[src/rtl/qduc_interpolator_if.sv]
// Baseband I/Q handshake and full-rate output bundle for qduc_interpolator.
// master = producer/consumer side, slave = interpolator.
interface qduc_interpolator_if #(
   parameter int ISZ = 16,
   parameter int OSZ = 16
);
   logic                  in_valid;
   logic                  in_ready;
   logic signed [ISZ-1:0] in_i;
   logic signed [ISZ-1:0] in_q;
   logic                  iq_swap;
   logic                  underrun;
   logic                  out_valid;
   logic signed [OSZ-1:0] out_i;
   logic signed [OSZ-1:0] out_q;

   modport master (
      output in_valid, in_i, in_q, iq_swap,
      input  in_ready, underrun, out_valid, out_i, out_q
   );

   modport slave (
      input  in_valid, in_i, in_q, iq_swap,
      output in_ready, underrun, out_valid, out_i, out_q
   );
endinterface

[src/rtl/qduc_interpolator.sv]
// Transmit-side I/Q interpolator: 2-entry input FIFO, x32 four-stage CIC per
// channel with unity DC gain, full-rate output every clk.
module qduc_interpolator #(
   parameter int ISZ   = 16,
   parameter int OSZ   = 16,
   parameter int CICSZ = 31
) (
   input logic                clk,
   input logic                reset,
   qduc_interpolator_if.slave bus
);
   localparam int USZ = ISZ + 4;

   logic [4:0]              phase_q, phase_d;
   logic [1:0]              count_q, count_d;
   logic signed [ISZ-1:0]   fifo_q  [2][2], fifo_d  [2][2];  // [entry][channel]
   logic signed [USZ-1:0]   dly_q   [2][4], dly_d   [2][4];
   logic signed [USZ-1:0]   ups_q   [2],    ups_d   [2];
   logic signed [CICSZ-1:0] stuff_q [2],    stuff_d [2];
   logic signed [CICSZ-1:0] integ_q [2][4], integ_d [2][4];
   logic signed [OSZ-1:0]   dout_q  [2],    dout_d  [2];
   logic [5:0]              vld_q, vld_d;
   logic                    out_valid_q, out_valid_d;

   logic                    tick, pop, push;
   logic signed [ISZ-1:0]   samp [2];
   logic signed [USZ-1:0]   cv   [2][5];

   assign tick          = (phase_q == 5'd31);
   assign pop           = tick && (count_q != 2'd0);
   assign push          = bus.in_valid && bus.in_ready;
   assign bus.in_ready  = !reset && (count_q != 2'd2);
   assign bus.underrun  = !reset && tick && (count_q == 2'd0);
   assign bus.out_valid = out_valid_q;
   assign bus.out_i     = dout_q[0];
   assign bus.out_q     = dout_q[1];

   // Channel 0 feeds the I chain, channel 1 the Q chain; an underrun feeds zeros.
   always_comb begin
      samp = '{default: '0};
      if (pop) begin
         samp[0] = bus.iq_swap ? fifo_q[0][1] : fifo_q[0][0];
         samp[1] = bus.iq_swap ? fifo_q[0][0] : fifo_q[0][1];
      end
   end

   always_comb begin
      phase_d = phase_q + 5'd1;
      count_d = count_q;
      fifo_d  = fifo_q;
      if (pop) begin
         fifo_d[0] = fifo_q[1];
         count_d   = count_q - 2'd1;
      end
      // Push lands behind whatever survives the pop, so order is preserved.
      if (push) begin
         fifo_d[count_d[0]][0] = bus.in_i;
         fifo_d[count_d[0]][1] = bus.in_q;
         count_d               = count_d + 2'd1;
      end
      vld_d       = {vld_q[4:0], vld_q[0] | pop};
      out_valid_d = vld_q[5];
   end

   always_comb begin
      cv      = '{default: '0};
      dly_d   = dly_q;
      ups_d   = ups_q;
      stuff_d = '{default: '0};
      integ_d = integ_q;
      dout_d  = dout_q;
      for (int unsigned c = 0; c < 2; c++) begin
         cv[c][0] = {{(USZ-ISZ){samp[c][ISZ-1]}}, samp[c]};
         for (int unsigned k = 0; k < 4; k++) begin
            cv[c][k+1] = cv[c][k] - dly_q[c][k];
            if (tick) dly_d[c][k] = cv[c][k];
         end
         if (tick) ups_d[c] = cv[c][4];
         // Zero stuffing: U enters the integrators only in the cycle after a tick.
         if (phase_q == 5'd0)
            stuff_d[c] = {{(CICSZ-USZ){ups_q[c][USZ-1]}}, ups_q[c]};
         integ_d[c][0] = integ_q[c][0] + stuff_q[c];
         for (int unsigned k = 1; k < 4; k++)
            integ_d[c][k] = integ_q[c][k] + integ_q[c][k-1];
         dout_d[c] = integ_q[c][3][CICSZ-1 -: OSZ];
      end
   end

   always_ff @(posedge clk) begin
      if (reset) begin
         phase_q     <= '0;
         count_q     <= '0;
         fifo_q      <= '{default: '0};
         dly_q       <= '{default: '0};
         ups_q       <= '{default: '0};
         stuff_q     <= '{default: '0};
         integ_q     <= '{default: '0};
         dout_q      <= '{default: '0};
         vld_q       <= '0;
         out_valid_q <= 1'b0;
      end else begin
         phase_q     <= phase_d;
         count_q     <= count_d;
         fifo_q      <= fifo_d;
         dly_q       <= dly_d;
         ups_q       <= ups_d;
         stuff_q     <= stuff_d;
         integ_q     <= integ_d;
         dout_q      <= dout_d;
         vld_q       <= vld_d;
         out_valid_q <= out_valid_d;
      end
   end
endmodule

[src/flat_wrapper.sv]
// flat-port wrapper written by rule: the top's interface ports become plain ports
module qduc_interpolator_flat 
#(
   parameter int ISZ   = 16,
   parameter int OSZ   = 16,
   parameter int CICSZ = 31
)
  (clk, reset, bus_in_valid, bus_in_i, bus_in_q, bus_iq_swap, bus_in_ready, bus_underrun, bus_out_valid, bus_out_i, bus_out_q);
  qduc_interpolator_if #(.ISZ(ISZ), .OSZ(OSZ)) bus_i ();
  input logic clk;
  input logic reset;
  input wire logic [$bits(bus_i.in_valid)-1:0] bus_in_valid;
  input wire logic [$bits(bus_i.in_i)-1:0] bus_in_i;
  input wire logic [$bits(bus_i.in_q)-1:0] bus_in_q;
  input wire logic [$bits(bus_i.iq_swap)-1:0] bus_iq_swap;
  output wire logic [$bits(bus_i.in_ready)-1:0] bus_in_ready;
  output wire logic [$bits(bus_i.underrun)-1:0] bus_underrun;
  output wire logic [$bits(bus_i.out_valid)-1:0] bus_out_valid;
  output wire logic [$bits(bus_i.out_i)-1:0] bus_out_i;
  output wire logic [$bits(bus_i.out_q)-1:0] bus_out_q;
  assign bus_i.in_valid = bus_in_valid;
  assign bus_i.in_i = bus_in_i;
  assign bus_i.in_q = bus_in_q;
  assign bus_i.iq_swap = bus_iq_swap;
  assign bus_in_ready = bus_i.in_ready;
  assign bus_underrun = bus_i.underrun;
  assign bus_out_valid = bus_i.out_valid;
  assign bus_out_i = bus_i.out_i;
  assign bus_out_q = bus_i.out_q;
  qduc_interpolator #(.ISZ(ISZ), .OSZ(OSZ), .CICSZ(CICSZ)) u_core (.clk(clk), .reset(reset), .bus(bus_i));
endmodule
[config.mk]
export PLATFORM = sky130hd
export DESIGN_NAME = qduc_interpolator_flat
export DESIGN_NICKNAME = d
export VERILOG_FILES = /design/src/rtl/qduc_interpolator_if.sv /design/src/rtl/qduc_interpolator.sv /design/src/flat_wrapper.sv
export SDC_FILE = /design/constraint.sdc
export NUM_CORES = 2
export LEC_CHECK = 0
export ABC_AREA = 1
export CORE_MARGIN = 10
export CORE_UTILIZATION = 45
export DETAILED_ROUTE_END_ITERATION = 6
export MAX_ROUTING_LAYER = met4
export PLACE_DENSITY = 0.65
export SETUP_SLACK_MARGIN = 0.05
export SYNTH_ARGS = -nofsm -noshare
export SYNTH_HDL_FRONTEND = slang
export SYNTH_SLANG_ARGS = --single-unit
[constraint.sdc]
create_clock -name clk -period 9.4 [get_ports clk]
set_clock_uncertainty 0.15 [all_clocks]
set_input_delay 0.94 -clock clk [delete_from_list [all_inputs] [get_ports clk]]
set_output_delay 0.94 -clock clk [all_outputs]
set_load 0.03 [all_outputs]
# ---- Word level (Yosys, flattened, before mapping)
# Index checks and enable logic that the tools add are counted.
dict set report totals {
  register_bits 590
  output_inout_bits 35
  elab_cells 80
  inputBits 36
}
dict set report op_classes {
  muxes 13
  reduce_logical 11
  add_sub_neg 19
  order_cmp 2
  n_bitwise 3
  n_eq_ne 2
}
# cell n
set ops {}
lappend ops {{adder 31 bit} 6}
lappend ops {{bitwise mux 64 bit} 2}
lappend ops {{subtractor 20 bit} 6}
lappend ops {{2-to-1 mux 32 bit} 3}
lappend ops {{demux 32 bit (select 1 bit)} 2}
lappend ops {{2-to-1 mux 64 bit} 1}
lappend ops {{adder 31 x 20 -> 31 bit} 2}
lappend ops {{2-to-1 mux 16 bit} 3}
lappend ops {{subtractor 16 x 16 -> 17 bit} 2}
lappend ops {{logical AND 1 bit} 6}
lappend ops {{adder 5 x 1 -> 5 bit (second input constant)} 1}
lappend ops {{equality test 5 bit (second input constant)} 1}
lappend ops {{zero test 5 bit} 1}
lappend ops {{2-to-1 mux 2 bit} 2}
lappend ops {{adder 2 x 1 -> 2 bit (second input constant)} 1}
lappend ops {{greater-or-equal comparator 2 bit (second input constant)} 1}
lappend ops {{zero test 2 bit} 1}
lappend ops {{less-than comparator 2 x 1 -> 1 bit (second input constant)} 1}
lappend ops {{!= test 2 bit (second input constant)} 1}
lappend ops {{NOT 1 -> 2 bit} 1}
lappend ops {{nonzero test 2 bit} 1}
lappend ops {{OR reduction 2 bit} 1}
lappend ops {{subtractor 2 x 1 -> 2 bit (second input constant)} 1}
lappend ops {{zero test 1 bit} 1}
lappend ops {{other kinds (2)} 2}

# ---- Longest topological paths before layout
dict set report logic_depth {
  word_depth 11
  ltp_mapped 58
  depth_no_buf 55
}

# ---- Worst setup path after synthesis
# No wires, ideal clock.
dict set report synth_path {
  path_kind {register to register}
  startpoint {reg u_core.phase_q[0]}
  endpoint {reg u_core.ups_q[19] (netlist bit)}
  required_time_ns 9.194
  path_buffers 3
  stages_incl_launch_ff 59
  arrival_ns 6.272
  setup_time_ns 0.056
  slack_ns 2.922
  synth_period_minus_slack_ns 6.478
  cell_sequence {dfxtp_1 > ha_1 > nand2_1 > nor2_1 > ha_1 > buf_2 > inv_2 > nor2_1 > buf_2 > inv_2 > buf_2 > a21oi_1 > o21ai_0 > ha_1 > inv_1 > fa_1 > nand3_1 > nand2_1 > [23 not listed] > nor3_1 > inv_1 > nor2_1 > nand4_1 > nand3_1 > xor2_1 > ha_1 > inv_1 > nor3_1 > nand4_1 > inv_1 > nand2_1 > nand2_1 > a31oi_1 > nand3b_1 > nand3_1 > nand2_1 > inv_1}
}
# element line
set synth_lines {}
lappend synth_lines {{start: declaration} qduc_interpolator.sv:14} ;# logic [4:0] phase_q, phase_d;
lappend synth_lines {{start signal: assignment} qduc_interpolator.sv:102} ;# phase_q <= phase_d;
lappend synth_lines {{end signal: assignment} qduc_interpolator.sv:106} ;# ups_q <= ups_d;
lappend synth_lines {{end: declaration} qduc_interpolator.sv:18} ;# logic signed [USZ-1:0] ups_q [2], ups_d [2];

==> impl_metrics.csv <==
group,metric,value,unit
clock_network,clk_path_buf_depth,3,
worst_setup_path,arrival,8.49,ns
min_path,holdCritPathClass,"reg -> reg",
timing,post-route-min-period,8.08,ns
placed_design,place.gp.congestion,0.903,
synth,synth_edf_count,0,
synth,yosys_warnings,0,
timing,setup_viol,0,
clock_network,clockRootBuffer,"clkbuf_16",
clock_network,cts_tree,"done",
synth,synthArstFlopShare,0,
min_path,holdPathEnd,"u_core.vld_q[2]",
timing,tightest_slew,1.22,ns
global_routing,grt_max_degree,115,
routing,antenna_left,0,
worst_setup_path,crit_path_end_kind,"register",
routing,drt_iter0_drc,1929,
worst_setup_path,cp_slowest_cell,"buf_4",
clock_network,htree_levels,3,
floorplan,fp.dieH,312,microns
routing,first_pass_iters,5,
worst_setup_path,crit_required,9.80,ns
layout,nNetsFinal,5901,
global_routing,antenna_found_initial,0,
placed_design,port_buffers,70,
layout,final_layout_size_suffix_gt1_frac,0.0529,
worst_setup_path,worstPathMaxFanout,98,
worst_setup_path,r2r-start,"u_core.phase_q[0]",
min_path,min_path_cells,2,
layout,multi_input_area,23000,sq um
routing,drt_wl_total,96400,microns
clock_network,insertion_delay,0.62,ns
floorplan,initial_core_util,0.456,
global_routing,grt_overflow,0,
clock_network,cts_buffers,72,
routing,viasPerCell,5.25,
worst_setup_path,worstSetupPathType,"reg -> reg",
power_and_ir_drop,power_density,130,nW/um^2
layout,finalNonFillerCells,6650,
timing,relSlewSlack,0.185,
clock_network,holdBufCountCts,0,
clock_network,cts_resized,0,
clock_network,path_clk_slew,0.06,ns
layout,antenna_cells,0,
timing,rsz0062_at_grt,"no",
min_path,min_from,"u_core.vld_q[1]",
timing,setup_tns,0,ns
flow_run,cap_violations,0,
layout,n_fill_cell,8492,
synth,syn_avg_cell_area,7.05,sq um
placed_design,hpwl,73300,microns
timing,max_freq,124,MHz
worst_setup_path,max_stage_delay,0.52,ns
power_and_ir_drop,power,5.53,mW
timing,fin_crit_sh,0.860,
worst_setup_path,r2r_end,"u_core.ups_q[17]",
routing,drc,0,
synth,syn_inst,5437,
floorplan,io_pins,71,
power_and_ir_drop,peakVddDrop,0.135,mV
layout,area_growth,10.9,%
timing,holdWs,0.252,ns
floorplan,dieWidth,312,microns
worst_setup_path,rr_worst_depth,38,
synth,seq_area_frac_synth,0.305,
layout,fin_util,0.506,
floorplan,num_rows,106,
routing,wl_per_cell,14.5,microns
layout,regArea,11700,sq um
synth,synthesis.nets,5877,
global_routing,grt_pass1_wl,160000,microns
clock_network,clock_sinks,584,
routing,num_vias,34900,
worst_setup_path,rrSetupSlack,1.32,ns
global_routing,first_global_vias,32900,
clock_network,post-cts-setup-buffers,0,
synth,syn_area,38300,sq um
synth,ys_ff_latch,584,
synth,ys.flop_type,"dfxtp_1",
global_routing,grtUsageTotal,0.198,
floorplan,die-area,97200,sq um
power_and_ir_drop,power_leakage,20.4,nW
worst_setup_path,cp-start-kind,"register",
timing,final_max_slew_viol_count,0,
synth,synth.distinct_cells,65,
run_status,status,"finished, final reports clean",
floorplan,core_region_area,84100,sq um
placed_design,dp.cells,6521,
timing,hold_violations,0,
[routing by layer]
metal / vias up / share of wire / track usage
li1: 18400 / - / -
met1: 15800 / 0.48 / 0.251
met2: 536 / 0.46 / 0.327
met3: 172 / 0.032 / 0.0245
met4: 0 / 0.027 / 0.0572
met5: - / 0 / -
[cell usage after synthesis, drive strengths merged (16+ instances only)]
library cell    n  share of area
a21boi         20         0.0049
inv           823          0.081
a211oi         17         0.0033
nor4           19         0.0036
xnor2          29         0.0066
o21ai         605          0.084
clkbuf        101          0.010
a21oi         827           0.11
nand4          57         0.0095
xor2           95          0.022
a221oi         18         0.0041
a31oi          40         0.0067
nor2          541          0.053
o21a           98          0.019
a21o           40         0.0079
nand2         797          0.080
o21bai         24         0.0051
o31ai          20         0.0044
fa             16         0.0084
nor3           45         0.0060
buf            31         0.0039
nand3         141          0.019
dfxtp         584           0.31
ha            388           0.13
[sequential cells by signal (all words and copies together) (netlist names), 5 cells and up, named ones only]
register          cells
u_core.bus.out_i     16
u_core.bus.out_q     16
u_core.dly_q        146
u_core.dout_d        32
u_core.fifo_q        32
u_core.integ_q      216
u_core.phase_q        5
u_core.stuff_q       40
u_core.ups_q         40
u_core.vld_q          6
[cells in the final DEF, fill, tap and decap left out, drive strengths merged, types with 2 or more instances in the layout]
cell type and n:
nor3 45, clkinvlp 5, nor3b 5, clkbuf 98, clkinv 15, o221a 2
buf 13, o21bai 24, and2 7, a221oi 18, or2 4, o2111ai 3
nor2 541, ha 388, bufinv 8, o221ai 8, and3 4, o211ai 15
a31oi 40, xnor2 29, nand3b 7, o31ai 20, dfxtp 584, nor4 19
clkdlybuf4s50 69, fa 16, nand3 141, o311ai 4, nand4 57, o21a 98
a21oi 827, a21o 40, xor2 95, a211oi 17, a21boi 20, o21ai 605
inv 827, nand2 797
[logic make-up after synthesis]
logic type / after synthesis / share of synthesized area
AO/OA/AOI/OAI: 1742 / 0.259
adder cells (fa/ha/maj): 404 / 0.135
AND/OR/NAND/NOR: 1627 / 0.177
XOR/XNOR: 124 / 0.0291
buffers and inverters: 956 / 0.0945
flip-flops: 584 / 0.305
[power breakdown]
group	switching (mW)	total [mW]	leakage [nW]	internal, mW
Clock	1.14	2.89	1.21	1.76
Combinational	0.0893	0.131	14.4	0.0413
Sequential	0.0154	2.51	4.71	2.49
Total	1.24	5.53	20.4	4.29
[stage by stage]
step | area, sq um | worst slack (ns)
after floorplan | 38300 | 2.92
final | 42500 | 1.32
after detailed placement | 40000 | 1.36
after CTS | 42500 | 1.48
after global placement | 40000 | 1.40
after global routing | 42500 | 0.519
[cell type report]
| type | instances | area share |
|---|---|---|
| inverters | 824 | 0.0731 |
| flip-flops and latches | 584 | 0.275 |
| multi-input cells | 3897 | 0.542 |
| clock buffers | 98 | 0.0482 |
| clock inverters | 31 | 0.0101 |
| well taps | 1134 | 0.0334 |
| repair buffers | 82 | 0.0187 |
[worst max-delay path by stage]
| stage | slack (ns) | start | cells after the start | to |
|---|---|---|---|---|
| after detailed placement | 1.36 | bus_iq_swap | 32 | u_core.ups_q[17] |
| after global placement | 1.40 | bus_iq_swap | 32 | u_core.ups_q[17] |
| after global routing | 0.52 | u_core.phase_q[0] | 43 | u_core.ups_q[17] |
| after floorplan | 2.92 | u_core.phase_q[0] | 58 | u_core.ups_q[19] |
| final | 1.32 | u_core.phase_q[0] | 38 | u_core.ups_q[17] |
| after CTS | 1.48 | u_core.phase_q[0] | 49 | u_core.ups_q[17] |
[worst max-delay path, delay by kind of cell, from the launching register on]
| family | cells | cell delay (ns) |
|---|---|---|
| XOR/XNOR | 3 | 0.54 |
| buffers and inverters | 4 | 0.84 |
| adder cells (fa/ha/maj) | 6 | 1.91 |
| AND/OR/NAND/NOR | 14 | 2.21 |
| flip-flops | 1 | 0.38 |
| AO/OA/AOI/OAI | 11 | 1.89 |
Note: power is estimated with default switching activity, not from simulation.
